--- config.mk ---
export PLATFORM = sky130hd
export DESIGN_NAME = uart_tx
export DESIGN_NICKNAME = d
export VERILOG_FILES = /design/src/rtl/uart_pkg.sv /design/src/rtl/uart_baud_cnt.sv /design/src/rtl/uart_tx.sv
export SDC_FILE = /design/constraint.sdc
export NUM_CORES = 1
export LEC_CHECK = 0
export BUFFER_PORTS_ARGS = -buffer_cell sky130_fd_sc_hd__buf_2
export CAP_MARGIN = 20
export CORE_MARGIN = 4
export CORE_UTILIZATION = 30
export CTS_CLUSTER_DIAMETER = 100
export CTS_CLUSTER_SIZE = 25
export DETAILED_ROUTE_END_ITERATION = 10
export SYNTH_ARGS = -nofsm -noshare
export SYNTH_HDL_FRONTEND = slang
export SYNTH_HIERARCHICAL = 1
export SYNTH_SLANG_ARGS = --single-unit
--- constraint.sdc ---
create_clock -name i_clk -period 2.4 [get_ports i_clk]
set_input_delay 0.12 -clock i_clk [delete_from_list [all_inputs] [get_ports i_clk]]
set_output_delay 0.12 -clock i_clk [all_outputs]
set_load 0.02 [all_outputs]
--- src/rtl/uart_pkg.sv ---
// Shared UART definitions: transmitter FSM states and parameter helpers
// reused by both the transmitter and the receiver.
package uart_pkg;

  typedef enum logic [2:0] {
    IDLE,
    READ,
    LATCH,
    START,
    DATA,
    PARITY,
    STOP
  } tx_state_e;

  function automatic int clks_per_bit(input int clk_freq, input int baud_rate);
    return clk_freq / baud_rate;
  endfunction

  function automatic bit stop_bits_legal(input int stop_bits);
    return (stop_bits == 1) || (stop_bits == 2);
  endfunction

endpackage

--- src/rtl/uart_baud_cnt.sv ---
// Bit-period counter: runs 0..CLKS_PER_BIT-1 and flags the terminal count.
// A clear restarts the period so every new bit starts with a full count.
module uart_baud_cnt #(
  parameter int CLKS_PER_BIT = 434
) (
  input  logic i_clk,
  input  logic i_rst,
  input  logic i_clr,
  output logic o_tick
);

  localparam int CNT_W = (CLKS_PER_BIT > 1) ? $clog2(CLKS_PER_BIT) : 1;
  localparam logic [CNT_W-1:0] CNT_LAST = CNT_W'(CLKS_PER_BIT - 1);

  logic [CNT_W-1:0] cnt_reg;

  always_ff @(posedge i_clk) begin
    if (i_rst || i_clr || (cnt_reg == CNT_LAST)) begin
      cnt_reg <= '0;
    end else begin
      cnt_reg <= cnt_reg + CNT_W'(1);
    end
  end

  assign o_tick = (cnt_reg == CNT_LAST);

endmodule

--- src/rtl/uart_tx.sv ---
// UART transmitter: pops bytes from the TX FIFO and sends start, LSB-first
// data, optional parity and stop bits on a registered, glitch-free line.
module uart_tx
  import uart_pkg::*;
#(
  parameter int SIZE_DATA  = 8,
  parameter int CLK_FREQ   = 50_000_000,
  parameter int BAUD_RATE  = 115200,
  parameter int PARITY_EN  = 0,
  parameter int PARITY_ODD = 0,
  parameter int STOP_BITS  = 1
) (
  input  logic                 i_clk,
  input  logic                 i_rst,
  input  logic                 i_tx_en,
  input  logic                 i_fifo_empty,
  input  logic [SIZE_DATA-1:0] i_fifo_data,
  output logic                 o_fifo_rd_en,
  output logic                 o_tx,
  output logic                 o_busy,
  output logic                 o_done
);

  localparam int CLKS_PER_BIT = clks_per_bit(CLK_FREQ, BAUD_RATE);
  localparam int IDX_W = $clog2(SIZE_DATA + 1);
  localparam logic [IDX_W-1:0] DATA_LAST = IDX_W'(SIZE_DATA - 1);
  localparam logic [IDX_W-1:0] STOP_LAST = IDX_W'(STOP_BITS - 1);
  localparam logic ODD_FLIP = (PARITY_ODD != 0);

  if (!stop_bits_legal(STOP_BITS)) begin : g_bad_stop_bits
    $error("uart_tx: STOP_BITS must be 1 or 2");
  end
  if (CLKS_PER_BIT < 2) begin : g_bad_baud
    $error("uart_tx: CLK_FREQ / BAUD_RATE must be at least 2");
  end

  tx_state_e            state_reg, state_next;
  logic [SIZE_DATA-1:0] shift_reg, shift_next;
  logic [IDX_W-1:0]     bit_idx_reg, bit_idx_next;
  logic                 parity_reg, parity_next;
  logic                 tx_reg, tx_next;
  logic                 done_reg, done_next;
  logic                 rd_en;
  logic                 baud_clr;
  logic                 tick;

  // Every state change restarts the bit period.
  assign baud_clr = (state_next != state_reg);

  uart_baud_cnt #(
    .CLKS_PER_BIT(CLKS_PER_BIT)
  ) u_baud_cnt (
    .i_clk (i_clk),
    .i_rst (i_rst),
    .i_clr (baud_clr),
    .o_tick(tick)
  );

  always_ff @(posedge i_clk) begin
    if (i_rst) begin
      state_reg   <= IDLE;
      shift_reg   <= '0;
      bit_idx_reg <= '0;
      parity_reg  <= 1'b0;
      tx_reg      <= 1'b1;
      done_reg    <= 1'b0;
    end else begin
      state_reg   <= state_next;
      shift_reg   <= shift_next;
      bit_idx_reg <= bit_idx_next;
      parity_reg  <= parity_next;
      tx_reg      <= tx_next;
      done_reg    <= done_next;
    end
  end

  always_comb begin
    state_next   = state_reg;
    shift_next   = shift_reg;
    bit_idx_next = bit_idx_reg;
    parity_next  = parity_reg;
    done_next    = 1'b0;
    rd_en        = 1'b0;
    tx_next      = 1'b1;

    case (state_reg)
      IDLE: begin
        // Gated by reset so a held reset never drains the FIFO.
        if (i_tx_en && !i_fifo_empty && !i_rst) begin
          rd_en      = 1'b1;
          state_next = READ;
        end
      end
      READ: state_next = LATCH;
      LATCH: begin
        shift_next   = i_fifo_data;
        parity_next  = (^i_fifo_data) ^ ODD_FLIP;
        bit_idx_next = '0;
        state_next   = START;
      end
      START: begin
        if (tick) state_next = DATA;
      end
      DATA: begin
        if (tick) begin
          shift_next = shift_reg >> 1;
          if (bit_idx_reg == DATA_LAST) begin
            bit_idx_next = '0;
            state_next   = (PARITY_EN != 0) ? PARITY : STOP;
          end else begin
            bit_idx_next = bit_idx_reg + IDX_W'(1);
          end
        end
      end
      PARITY: begin
        if (tick) state_next = STOP;
      end
      STOP: begin
        // bit_idx is reused to count stop bits.
        if (tick) begin
          if (bit_idx_reg == STOP_LAST) begin
            bit_idx_next = '0;
            done_next    = 1'b1;
            state_next   = IDLE;
          end else begin
            bit_idx_next = bit_idx_reg + IDX_W'(1);
          end
        end
      end
      default: state_next = IDLE;
    endcase

    case (state_next)
      START:   tx_next = 1'b0;
      DATA:    tx_next = shift_next[0];
      PARITY:  tx_next = parity_next;
      default: tx_next = 1'b1;
    endcase
  end

  assign o_fifo_rd_en = rd_en;
  assign o_tx         = tx_reg;
  assign o_busy       = (state_reg != IDLE) || rd_en;
  assign o_done       = done_reg;

endmodule

==> results of run 1 <==
[critical path: stages (launching register included)]
cell and delay, ps:
dfxtp_1 360, inv_1 50, ha_1 170, nand2_1 140
nor3_1 90, nor4bb_1 150, or2_1 250, a311o_1 380
nor2_1 200, o31ai_4 150, a21oi_1 140
[through the flow]
| stage | instance area, um2 | setup slack [ps] | util, % | instances |
|---|---|---|---|---|
| final | 1720 | 245 | 35.9 | 260 |
| after global routing | 1720 | 57.8 | 35.9 | 260 |
| after CTS | 1710 | 136 | 35.8 | 260 |
| after detailed placement | 1670 | 140 | 34.8 | 256 |
| after global placement | 1670 | 224 | 34.8 | 256 |
| after floorplan | 1500 | 368 | - | 175 |
[cell usage after synthesis, drive strengths merged, types with 2 or more instances]
cell,n,area [um2]
a211oi,3,27.5
a21oi,16,80.1
a22oi,6,45.0
a311oi,2,23.8
buf,6,38.8
clkbuf,2,7.51
dfxtp,27,541
ha,4,50.1
inv,4,15.0
nand2,14,52.6
nand2b,5,33.8
nand3,7,40.0
nand3b,3,26.3
nand4,3,18.8
nor2,21,83.8
nor3,3,15.0
nor3b,4,40.0
nor4bb,2,20.0
o21ai,8,40.0
o32a,2,20.0
or3,5,31.3
xnor2,8,70.1
xor2,4,35.0
[area by class of cell]
class                           instances  area, um2
Clock buffer                            3       41.3
Tap cell                               67       83.8
Fill cell                             502       3070
Clock inverter                          1       5.00
Timing Repair Buffer                   22        128
Inverter                                4       15.0
Sequential cell                        27        541
Multi-Input combinational cell        136        903
[routing by layer]
layer	track usage [%]	up-vias	routed length [um]
li1	-	664	-
met1	12.9	578	1510
met2	15.7	13	1310
met3	2.38	2	100
met4	3.15	0	18
met5	0	-	0
[power breakdown]
group	internal [W]	switching, W
combinational	0.0000944	0.000114
sequential	0.000471	0.0000203
clock	0.000116	0.000144
[path summary, 6_finish.rpt]
| path | startpoint | cells after the start | slack (ps) | end |
|---|---|---|---|---|
| max | u_baud_cnt/cnt_reg[1] | 10 | 250 | u_baud_cnt/cnt_reg[6] |
| min | i_fifo_data[7] | 3 | 100 | shift_reg[7] |
| max reg2reg | u_baud_cnt/cnt_reg[1] | 10 | 250 | u_baud_cnt/cnt_reg[6] |
| min reg2reg | shift_reg[3] | 2 | 460 | shift_reg[3] |
[kinds of logic after synthesis]
family	Yosys count	synth area share [%]
adder cells (fa/ha/maj)	4	3.34
buffers and inverters	12	4.09
AND/OR/NAND/NOR	75	28.1
multiplexers	2	1.42
XOR/XNOR	12	7.01
flip-flops	27	36.0
AO/OA/AOI/OAI	43	20.0
[repair_timing]
| action | CTS | global route |
|---|---|---|
| buffers inserted | 0 | 0 |
| endpoints found under the setup margin | 0 | 1 |
| resized for setup | 0 | 1 |
==> impl_metrics.tcl, run 1 <==
set metrics [dict create \
    syn-instance-count 175 \
    final_common_cell "dfxtp_1" \
    dieWidth_um 78.7 \
    clock_skew_ps 2.88 \
    tns_ps 0 \
    outcome "finished clean" \
    syn_to_final_growth_pct 14.4 \
    slew_violations 0 \
    synthDistinctLibCells 49 \
    power_density_mw_per_mm2 559 \
    min_period_ps 2150 \
    wl_um 2930 \
    total_power_w 0.000960 \
    ys_ff_latch 27 \
    timing.fmax_ghz 0.464 \
    arrival_ps 2360 \
    cts_buffer_depth 2 \
    numClockSinks 27 \
    drive_gt1_share_pct 19.7 \
    nets 210 \
    cts_tree "built" \
    cp-start-kind "flip-flop" \
    overflow 0 \
    cp_data_required_time_ps 2610 \
    rows 25 \
    async_flop_share_pct 0 \
    rsz0062_at_grt "no" \
    core_area_mm2 0.00479 \
    dpl.hpwl_um 2190 \
    most-common-layout-cells "27 x dfxtp_1, 19 x nor2_1, 16 x a21oi_1, 15 x buf_2, 14 x nand2_1" \
    setup_viol 0 \
    diodes 0 \
    route.detailed.drc 0 \
    syn_area_mm2 0.00150 \
    p_leak_nw 0.600 \
    first_global_vias 1151 \
    clockRootBuffer "clkbuf_8" \
    vias 1257 \
    antenna_found_initial 0 \
    worstSkewPairLatency_ps 270 \
    critical_path_class "flip-flop to flip-flop" \
    cts_hold_buf 0 \
    critical_path.max_fanout 8 \
    hold_class "primary input to flip-flop" \
    htreeDepth 1 \
    synth_flop_cell "dfxtp_1" \
    fin_crit_sh_pct 89.8 \
    wl_per_cell_um 11.3 \
    ios 16 \
    ant_nets 0 \
    max-vdd-ir-drop_mv 0.297 \
    drv_cap 0 \
    drt_first_pass_iters 4 \
    port_buffers 15 \
    track_usage_pct 9.79 \
    dieArea_mm2 0.00620 \
    largest_register_ffs 9 \
    synth_edf_count 0 \
    start_util_pct 31.3 \
    worst_hold_slack_ps 101 \
    vias_per_cell 4.83 \
    grt_max_degree 20 \
    worst_slew_pin_slew_ps 538 \
    slew_headroom_pct 64.1 \
    finalHoldViolCount 0 \
    numCtsBuffers 3 \
    grt_pass1_wl_um 5050 \
    syn-num-nets 191 \
    endpoint_kind "flip-flop" \
    seq_area_frac_synth_pct 36.0 \
    synth_area_per_cell_um2 8.57 \
    dr.first_iter.drc_count 68 \
    ys.warnings.count 6 \
    die_h_um 78.7 \
    gp_congestion 0.767 \
    clk_pin_slew_ps 90 \
]
No activity file was read; power rests on OpenSTA's default activity.
==> run 2: changes to the inputs <==
- CORE_UTILIZATION: 30 -> 40
- RECOVER_POWER: unset -> 100
==> run 2 against run 1 <==
Utilization rose by 12 points. Clock power is 5% higher. Final cell count decreased by 8.5%. Non-clock buffer count down 1. Die area fell by 23%. Sequential power hardly changed. Maximum frequency decreased by 0.40%. Register-to-register slack about the same. Power increased by 1.1%. Critical path depth is the same. Cell area is 2.6% lower. Critical path type unchanged. Highest routed layer unchanged.
==> impl_metrics.tcl, run 2 (same netlist as run 1, synthesis figures left out) <==
set metrics [dict create \
    antenna_found_initial 0 \
    vias_per_cell 5.38 \
    power.share.clock_pct 28.2 \
    pwr-share-seq_pct 50.7 \
    wl_per_cell_um 12.7 \
    internal_power_w 0.000682 \
    comb_power_share_pct 21.2 \
    most-common-layout-cells "27 x dfxtp_1, 19 x nor2_1, 16 x a21oi_1, 14 x nand2_1, 11 x buf_2" \
    cts_hold_buf 0 \
    grt_pass1_wl_um 5360 \
    rsz0062_at_grt "no" \
    drt_first_pass_iters 4 \
    critical_path.max_fanout 8 \
    power_density_mw_per_mm2 580 \
    cts_setup_buffers 0 \
    cp-start-kind "flip-flop" \
    hold_class "primary input to flip-flop" \
    p_sw_share_pct 29.8 \
    clk_pin_slew_ps 100 \
    rows 21 \
    diodes 0 \
    clock_skew_ps 8.89 \
    numClockSinks 27 \
    numCtsBuffers 3 \
    endpoint_kind "flip-flop" \
    first_global_vias 1244 \
    overflow 0 \
    worst_slew_pin_slew_ps 505 \
    r2r-start "u_baud_cnt/cnt_reg[1]" \
    finalHoldViolCount 0 \
    ios 16 \
    dieWidth_um 69.2 \
    setup_viol 0 \
    timing.fmax_ghz 0.462 \
    fin_crit_sh_pct 90.2 \
    cts_tree "built" \
    worstSkewPairLatency_ps 280 \
    core_area_mm2 0.00347 \
    final_common_cell "dfxtp_1" \
    hp-start "i_fifo_data[7]" \
    htreeDepth 1 \
    drive_gt1_share_pct 16.1 \
    clockRootBuffer "clkbuf_8" \
    tns_ps 0 \
    grt_max_degree 20 \
    largest_register_ffs 9 \
    slew_violations 0 \
    route.detailed.drc 0 \
    cts_buffer_depth 2 \
    dpl.hpwl_um 2260 \
    dr.first_iter.drc_count 96 \
    track_usage_pct 13.2 \
    wl_um 3020 \
    min_period_ps 2160 \
    drv_cap 0 \
    critical_path_class "flip-flop to flip-flop" \
    arrival_ps 2390 \
    fin_util_pct 48.2 \
    ant_nets 0 \
    gp_congestion 0.753 \
    nets 209 \
    outcome "finished clean" \
    p_sw_w 0.000289 \
    slew_headroom_pct 66.3 \
    die_h_um 69.2 \
    vias 1280 \
    syn_to_final_growth_pct 11.5 \
    cp_data_required_time_ps 2620 \
    max-vdd-ir-drop_mv 0.327 \
    startpoint "u_baud_cnt/cnt_reg[1]" \
    dieArea_mm2 0.00479 \
    start_util_pct 43.3 \
    port_buffers 15 \
    p_leak_nw 0.568 \
]
-- run 2: layout make-up --
type | instances | area [um2]
Sequential cell | 27 | 541
Multi-Input combinational cell | 136 | 896
Tap cell | 46 | 57.6
Clock buffer | 3 | 41.3
Timing Repair Buffer | 21 | 115
Inverter | 4 | 15.0
Fill cell | 368 | 1800
Clock inverter | 1 | 7.51
-- run 2: routing by layer --
metal  vias to the layer above  track usage, %  part of all wire (%)
met4                         0            4.56                   1.8
met3                         6            4.20                   4.3
met5                         -               0                     0
met2                        18            22.0                    47
met1                       593            15.8                    47
li1                        663               -                     -
-- run 2: worst paths after layout --
kind                            to  slack (ps)  cells past startpoint
min reg2reg           shift_reg[6]         470                      2
max          u_baud_cnt/cnt_reg[6]         240                     10
max reg2reg  u_baud_cnt/cnt_reg[6]         240                     10
min                   shift_reg[7]          80                      3
-- run 2: power groups by stage --
stage	Clock, W	Sequential [W]	Combinational, W
after floorplan	0	0.000496	0.000161
after global placement	0	0.000500	0.000203
after detailed placement	0	0.000502	0.000209
after CTS	0.000282	0.000492	0.000210
after global routing	0.000304	0.000495	0.000233
final	0.000273	0.000492	0.000206
-- run 2: worst max-delay path, stage by stage (launching register included) --
cell	delay [ps]
dfxtp_1	380
inv_1	50
ha_1	170
nand2_1	150
nor3_1	80
nor4bb_2	180
or2_0	250
a311o_1	390
nor2_1	190
o31ai_4	140
a21oi_1	130
-- run 2: through the flow --
step           setup slack, ps  instance area [um2]  hold WS, ps  total power (W)  instances
3_3_place_gp               212                 1630          372         0.000703        234
6_report                   236                 1670         83.4         0.000971        238
5_1_grt                   30.1                 1670         96.3          0.00103        238
2_1_floorplan              368                 1500          198         0.000657        175
4_1_cts                    124                 1680         78.7         0.000984        238
3_5_place_dp               155                 1630          379         0.000711        234
-- run 2: repair_timing --
action,CTS,global route
resized for setup,0,2
endpoints found under the setup margin,0,1
hold endpoints to repair,0,0
